<file path="config.mk">
export PLATFORM = sky130hd
export DESIGN_NAME = tv_sync_sep
export DESIGN_NICKNAME = d
export VERILOG_FILES = /design/src/rtl/tv_sync_sep.sv
export SDC_FILE = /design/constraint.sdc
export NUM_CORES = 1
export LEC_CHECK = 0
export BUFFER_PORTS_ARGS = -buffer_cell sky130_fd_sc_hd__buf_2
export CORE_MARGIN = 2
export CORE_UTILIZATION = 48
export CTS_CLUSTER_SIZE = 12
export DETAILED_ROUTE_END_ITERATION = 6
export PLACE_DENSITY = 0.67
export SKIP_LAST_GASP = 1
export SYNTH_ARGS = -nofsm -noshare
export SYNTH_HDL_FRONTEND = slang
export SYNTH_SLANG_ARGS = --single-unit
</file>
<file path="constraint.sdc">
create_clock -name clk_in10M -period 2.4 [get_ports clk_in10M]
set_input_delay 0.12 -clock clk_in10M [delete_from_list [all_inputs] [get_ports clk_in10M]]
set_output_delay 0.12 -clock clk_in10M [all_outputs]
set_load 0.05 [all_outputs]
</file>
<file path="src/rtl/tv_sync_sep.sv">
// tv_sync_sep: composite-sync separator giving line sync, field sync, field parity and line lock.
// Optional glitch filter on the synchronised csync is enabled by defining TV_SYNC_GLITCH_FILT_EN.
module tv_sync_sep #(
  parameter int unsigned FILT_LEN   = 3,
  parameter int unsigned EQ_MAX     = 32,
  parameter int unsigned HS_MAX     = 80,
  parameter int unsigned BROAD_MIN  = 150,
  parameter int unsigned LINE_PAL   = 640,
  parameter int unsigned LINE_NTSC  = 635,
  parameter int unsigned LINE_TOL   = 16,
  parameter int unsigned LOCK_LINES = 8
) (
  input  logic clk_in10M,
  input  logic rst_n,
  input  logic csync_in,
  input  logic video_mode,
  output logic hs_out,
  output logic vs_out,
  output logic oe_out,
  output logic locked
);
  typedef enum logic {P_IDLE = 1'b0, P_LOW = 1'b1} pstate_t;
  typedef enum logic [1:0] {V_NORM = 2'd0, V_PRE = 2'd1, V_BROAD = 2'd2, V_POST = 2'd3} vstate_t;
  typedef enum logic [1:0] {C_EQ = 2'd0, C_HS = 2'd1, C_BROAD = 2'd2, C_INV = 2'd3} cls_t;

  localparam logic [11:0] CNT_MAX  = 12'hFFF;
  localparam logic [11:0] EQ_W     = 12'(EQ_MAX);
  localparam logic [11:0] HS_W     = 12'(HS_MAX);
  localparam logic [11:0] BR_W     = 12'(BROAD_MIN);
  localparam logic [11:0] NOM_PAL  = 12'(LINE_PAL);
  localparam logic [11:0] NOM_NTSC = 12'(LINE_NTSC);
  localparam logic [12:0] TOL      = 13'(LINE_TOL);
  localparam logic [7:0]  LOCK_N   = 8'(LOCK_LINES);

  logic    sync1_q, sync2_q, s_sync;
  pstate_t pstate_q, pstate_d;
  vstate_t vstate_q, vstate_d;
  logic [11:0] wcnt_q, wcnt_d, pcnt_q, pcnt_d, period_q, period_d;
  logic        have_fall_q, have_fall_d, period_ok_q, period_ok_d;
  logic [1:0]  bcnt_q, bcnt_d;
  logic [7:0]  lcnt_q, lcnt_d;
  logic        field_q, field_d, mode_q, mode_d;
  logic        hs_q, hs_d, vs_q, vs_d, oe_q, oe_d, locked_q, locked_d;
  logic [11:0] nom;
  logic        in_tol, field_odd, timeout;
  cls_t        cls;

`ifdef TV_SYNC_GLITCH_FILT_EN
  localparam logic [7:0] FILT_N = 8'(FILT_LEN);
  logic       s_sync_q, s_sync_d;
  logic [7:0] filt_cnt_q, filt_cnt_d;

  // A new level is accepted only after it has persisted FILT_LEN consecutive clocks.
  always_comb begin
    s_sync_d   = s_sync_q;
    filt_cnt_d = 8'd0;
    if (sync2_q != s_sync_q) begin
      if ((filt_cnt_q + 8'd1) >= FILT_N) begin
        s_sync_d   = sync2_q;
        filt_cnt_d = 8'd0;
      end else begin
        filt_cnt_d = filt_cnt_q + 8'd1;
      end
    end else begin
      filt_cnt_d = 8'd0;
    end
  end

  always_ff @(posedge clk_in10M or negedge rst_n) begin
    if (!rst_n) begin
      s_sync_q   <= 1'b1;
      filt_cnt_q <= 8'd0;
    end else begin
      s_sync_q   <= s_sync_d;
      filt_cnt_q <= filt_cnt_d;
    end
  end

  assign s_sync = s_sync_q;
`else
  logic [7:0] unused_filt_len;
  assign unused_filt_len = 8'(FILT_LEN);
  assign s_sync          = sync2_q;
`endif

  assign nom       = video_mode ? NOM_NTSC : NOM_PAL;
  assign in_tol    = (({1'b0, period_q} + TOL) >= {1'b0, nom}) && ({1'b0, period_q} <= ({1'b0, nom} + TOL));
  assign field_odd = ({2'b00, period_q} << 2) >= ({2'b00, nom} * 14'd3);
  assign timeout   = {1'b0, pcnt_q} >= {nom, 1'b0};

  always_comb begin
    pstate_d    = pstate_q;
    vstate_d    = vstate_q;
    wcnt_d      = wcnt_q;
    pcnt_d      = (pcnt_q == CNT_MAX) ? pcnt_q : pcnt_q + 12'd1;
    period_d    = period_q;
    have_fall_d = have_fall_q;
    period_ok_d = period_ok_q;
    bcnt_d      = bcnt_q;
    lcnt_d      = lcnt_q;
    field_d     = field_q;
    mode_d      = video_mode;
    hs_d        = 1'b0;
    vs_d        = 1'b0;
    oe_d        = oe_q;
    locked_d    = locked_q;

    if (wcnt_q < EQ_W) begin
      cls = C_EQ;
    end else if (wcnt_q < HS_W) begin
      cls = C_HS;
    end else if (wcnt_q >= BR_W) begin
      cls = C_BROAD;
    end else begin
      cls = C_INV;
    end

    case (pstate_q)
      P_IDLE: begin
        if (!s_sync) begin
          pstate_d    = P_LOW;
          wcnt_d      = 12'd0;
          period_d    = pcnt_q;
          pcnt_d      = 12'd0;
          // The first fall after reset has no preceding fall to measure from.
          period_ok_d = have_fall_q;
          have_fall_d = 1'b1;
        end else begin
          pstate_d = P_IDLE;
        end
      end
      P_LOW: begin
        if (s_sync) begin
          pstate_d = P_IDLE;
          case (cls)
            C_HS: begin
              hs_d = 1'b1;
              // An HS in V_PRE aborts a false vertical start and is judged as an ordinary line.
              if (((vstate_q == V_NORM) || (vstate_q == V_PRE)) && period_ok_q) begin
                if (in_tol) begin
                  lcnt_d   = (lcnt_q >= LOCK_N) ? LOCK_N : lcnt_q + 8'd1;
                  locked_d = (lcnt_d == LOCK_N) ? 1'b1 : locked_q;
                end else begin
                  lcnt_d   = 8'd0;
                  locked_d = 1'b0;
                end
              end else begin
                lcnt_d = lcnt_q;
              end
              vstate_d = V_NORM;
              bcnt_d   = 2'd0;
            end
            C_EQ: begin
              case (vstate_q)
                V_NORM: begin
                  vstate_d = V_PRE;
                  field_d  = field_odd;
                end
                V_BROAD: begin
                  vstate_d = V_NORM;
                  bcnt_d   = 2'd0;
                end
                default: vstate_d = vstate_q;
              endcase
            end
            C_BROAD: begin
              case (vstate_q)
                V_PRE: begin
                  vstate_d = V_BROAD;
                  bcnt_d   = 2'd1;
                end
                V_BROAD: begin
                  if (bcnt_q == 2'd2) begin
                    vs_d     = 1'b1;
                    oe_d     = field_q;
                    vstate_d = V_POST;
                    bcnt_d   = 2'd0;
                  end else begin
                    bcnt_d = bcnt_q + 2'd1;
                  end
                end
                default: vstate_d = vstate_q;
              endcase
            end
            default: pstate_d = P_IDLE;
          endcase
        end else begin
          wcnt_d = (wcnt_q == CNT_MAX) ? wcnt_q : wcnt_q + 12'd1;
        end
      end
      default: pstate_d = P_IDLE;
    endcase

    if (video_mode != mode_q) begin
      lcnt_d   = 8'd0;
      locked_d = 1'b0;
    end else begin
      mode_d = mode_q;
    end

    // Loss of sync: no fall for two nominal lines.
    if (timeout) begin
      lcnt_d   = 8'd0;
      locked_d = 1'b0;
      vstate_d = V_NORM;
      bcnt_d   = 2'd0;
    end else begin
      bcnt_d = bcnt_d;
    end
  end

  always_ff @(posedge clk_in10M or negedge rst_n) begin
    if (!rst_n) begin
      sync1_q     <= 1'b1;
      sync2_q     <= 1'b1;
      pstate_q    <= P_IDLE;
      vstate_q    <= V_NORM;
      wcnt_q      <= 12'd0;
      pcnt_q      <= 12'd0;
      period_q    <= 12'd0;
      have_fall_q <= 1'b0;
      period_ok_q <= 1'b0;
      bcnt_q      <= 2'd0;
      lcnt_q      <= 8'd0;
      field_q     <= 1'b0;
      mode_q      <= 1'b0;
      hs_q        <= 1'b0;
      vs_q        <= 1'b0;
      oe_q        <= 1'b0;
      locked_q    <= 1'b0;
    end else begin
      sync1_q     <= csync_in;
      sync2_q     <= sync1_q;
      pstate_q    <= pstate_d;
      vstate_q    <= vstate_d;
      wcnt_q      <= wcnt_d;
      pcnt_q      <= pcnt_d;
      period_q    <= period_d;
      have_fall_q <= have_fall_d;
      period_ok_q <= period_ok_d;
      bcnt_q      <= bcnt_d;
      lcnt_q      <= lcnt_d;
      field_q     <= field_d;
      mode_q      <= mode_d;
      hs_q        <= hs_d;
      vs_q        <= vs_d;
      oe_q        <= oe_d;
      locked_q    <= locked_d;
    end
  end

  assign hs_out = hs_q;
  assign vs_out = vs_q;
  assign oe_out = oe_q;
  assign locked = locked_q;
endmodule

</file>
==> flow_summary_export.csv <==
group,metric,value,unit
logic_synthesis,ys_ff_latch,59,
power_and_ir_drop,leakage,1.84,nW
floorplan,die_width,87.9,µm
clocking,cts_buffer_depth,2,
logic_synthesis,avgSynthCellArea,9.72,µm²
clocking,cts_buffers,9,
timing,tightestPinTransition,772,ps
clocking,cts_tree,"done",
critical_path,cp_common_cell,"or4_1",
detailed_routing,dr.pass1.iters,4,
placement,place_area,3650,µm²
placement,dpl.hpwl,4.82,mm
detailed_routing,drt_wl_total,6.64,mm
power_and_ir_drop,vdd.ir_drop.worst,0.357,mV
placement,portBuffers,7,
final_layout,final_core_util,56.9,%
worst_hold_path,holdCritPathClass,"in2reg",
placement,globalplace.congestion,0.843,
clocking,post_cts_buffers,0,
final_layout,syn2layout_area_growth,14.4,%
clocking,clk-insertion-delay-late,340,ps
final_layout,postLayoutCellArea,3870,µm²
timing,hold_viol,0,
timing,max-slew-margin-rel,48.5,%
clocking,cts_sinks,59,
logic_synthesis,seq_area_frac_synth,43.7,%
critical_path,start_kind,"flop",
detailed_routing,detail-route-antenna-nets,0,
detailed_routing,avgViaCountPerCell,5.41,
global_route,grt-ovfl-total,0,
critical_path,slowest_stage,"or4_1",
critical_path,cp_max_fo,8,
logic_synthesis,synth.net_count,375,
timing,final.period_utilization,97.8,%
job,cap_violations,0,
logic_synthesis,synthArstFlopShare,100,%
final_layout,multi_input_area,1820,µm²
clocking,cts.clk_slew.worst_paths,70,ps
critical_path,crit_path_end_kind,"flop",
timing,hold_slack,103,ps
power_and_ir_drop,powerDensity,636,nW/µm²
global_route,grt_first_pass_wirelength,11.4,mm
placement,dp_slack,67.7,ps
floorplan,initial_core_util,49.8,%
global_route,grt_usage,19.0,%
power_and_ir_drop,fin_total_pwr,2.46,mW
critical_path,cp_cell_sequence,"or4_1, or4_1, nor4_1, and3b_1, a21oi_1",
global_route,grt_max_degree,60,
logic_synthesis,postSynthCellCount,348,
final_layout,fillers,609,
floorplan,core_area,6790,µm²
logic_synthesis,netlist_area,3380,µm²
final_layout,nNetsFinal,403,
critical_path,crit_type,"reg2reg",
critical_path,cp_data_required_time,2610,ps
timing,final-setup-viol-count,0,
floorplan,die_h,87.9,µm
timing,fin_worst_skew,13.3,ps
final_layout,antenna_cells,0,
detailed_routing,avgRoutedWirePerCell,13.9,µm
critical_path,cp.arrival,2560,ps
timing,fin_crit,2350,ps
detailed_routing,drt_iter0_drc,143,
detailed_routing,vias,2580,
clocking,root_buffer,"clkbuf_8",
clocking,h-tree-depth,3,
timing,drv_slew,0,
final_layout,seq_area,1480,µm²
final_layout,drive_gt1_share,16.5,%
logic_synthesis,synth_edf_count,0,
logic_synthesis,ys.warnings.count,0,
status,status,"finished, final reports clean",
global_route,antenna_found_initial,0,
logic_synthesis,yosysUniqueCellTypes,51,
timing,rsz0062_at_grt,"yes",
floorplan,die-area,7730,µm²
timing,max_freq,426,MHz
global_route,first_global_vias,2458,
final_layout,final_cell_mix,"57 x dfrtp_1, 35 x nor2_1, 26 x nand2_1, 23 x ha_1, 21 x buf_4",
floorplan,rows,30,
logic_synthesis,synth_flop_cell,"dfrtp_1",
floorplan,ioPinCount,8,
timing,layout_setup_ws,53.6,ps
final_layout,final_common_cell,"dfrtp_1",
detailed_routing,drc,0,
critical_path,max_stage_delay,680,ps
-- stage by stage --
| step | std cells | setup TNS [ps] |
|---|---|---|
| after floorplan | 348 | 0 |
| after global placement | 459 | 0 |
| after detailed placement | 459 | 0 |
| after CTS | 477 | 0 |
| after global routing | 477 | -177 |
| final | 477 | 0 |
-- where the power goes --
group | internal [mW] | total [mW] | switching (mW) | leakage [nW]
sequential | 1.08 | 1.16 | 0.0835 | 0.779
clock | 0.504 | 0.887 | 0.383 | 0.103
combinational | 0.190 | 0.410 | 0.220 | 0.958
-- worst max-delay path: cells and delay by family (launching register included) --
family | cells | cell delay [ps]
and+or+nand+nor | 4 | 1750
DFF | 1 | 410
AOI/OAI and AO/OA | 1 | 60
-- path summary, 6_finish.rpt --
check | end | startpoint | slack, ps | cells past startpoint
min in group asynchronous | period_q[2] | rst_n | 460 | 3
worst min register to register | s_sync | sync1_q | 360 | 0
worst max register to register | field_q | wcnt_q[9] | 50 | 5
worst min-delay path | mode_q | video_mode | 100 | 2
max in group asynchronous | wcnt_q[0] | rst_n | 1450 | 3
worst max-delay path | field_q | wcnt_q[9] | 50 | 5
-- registers in the layout, summed over array words and instances (netlist names), 2 cells and up --
name	flops
pcnt_q	12
period_q	12
wcnt_q	12
lcnt_q	8
bcnt_q	2
vstate_q	2
-- cell usage after synthesis, types with 2 or more instances --
master    count  area, µm²
a31oi_1       2       12.5
dfstp_2       2       52.6
nand4_1       3       18.8
and2_1        4       25.0
nor4b_1       2       17.5
nor2b_1       5       31.3
mux2_2       11        124
nand2b_1      5       31.3
and4_1        4       35.0
nand2_1      26       97.6
o21ai_0      14       70.1
xnor2_1      11       96.3
nor3_1       20        100
nor2_1       36        135
a21oi_1      14       70.1
a21o_1        5       37.5
and3_1        9       56.3
a32o_1        3       30.0
ha_1         23        288
xor2_1       12        105
mux2i_1       2       20.0
nand4b_1      2       17.5
inv_1        12       45.0
o31ai_1       2       15.0
nor3b_1       3       22.5
clkbuf_1     12       45.0
nand3_1      13       65.1
a211oi_1      3       22.5
nor4_1        7       43.8
dfrtp_1      57       1430
or4_1         4       30.0
-- final cells by class --
cell class	count	area share, %
Clock buffer	11	3.66
Tap cell	96	3.11
Sequential cell	59	38.2
Inverter	12	1.16
Multi-Input combinational cell	264	46.9
Clock inverter	5	1.39
Timing Repair Buffer	30	5.50
-- kinds of logic (layout without fill, tap and decap cells) --
kind of cell	count (synthesis)	in the layout	synth area share, %
and+or+nand+nor	148	148	22.8
AOI/OAI and AO/OA	57	57	11.9
xor gates and xnor gates	23	23	5.96
adders and majority gates	23	23	8.51
buffers and inverters	25	58	2.81
DFF	59	59	43.7
muxes	13	13	4.25
-- layer usage --
layer	routed length, µm	GRT usage (%)
met1	3320	26.3
met2	3030	29.3
met3	162	3.68
met4	128	7.97
met5	0	0
-- timing repair --
action                                  4_1_cts  5_1_grt
resized for setup                             0        1
hold buffers                                  2        0
endpoints found under the setup margin        0        6
endpoints found under the hold margin        58        0
(Power assumes the default switching activity.)
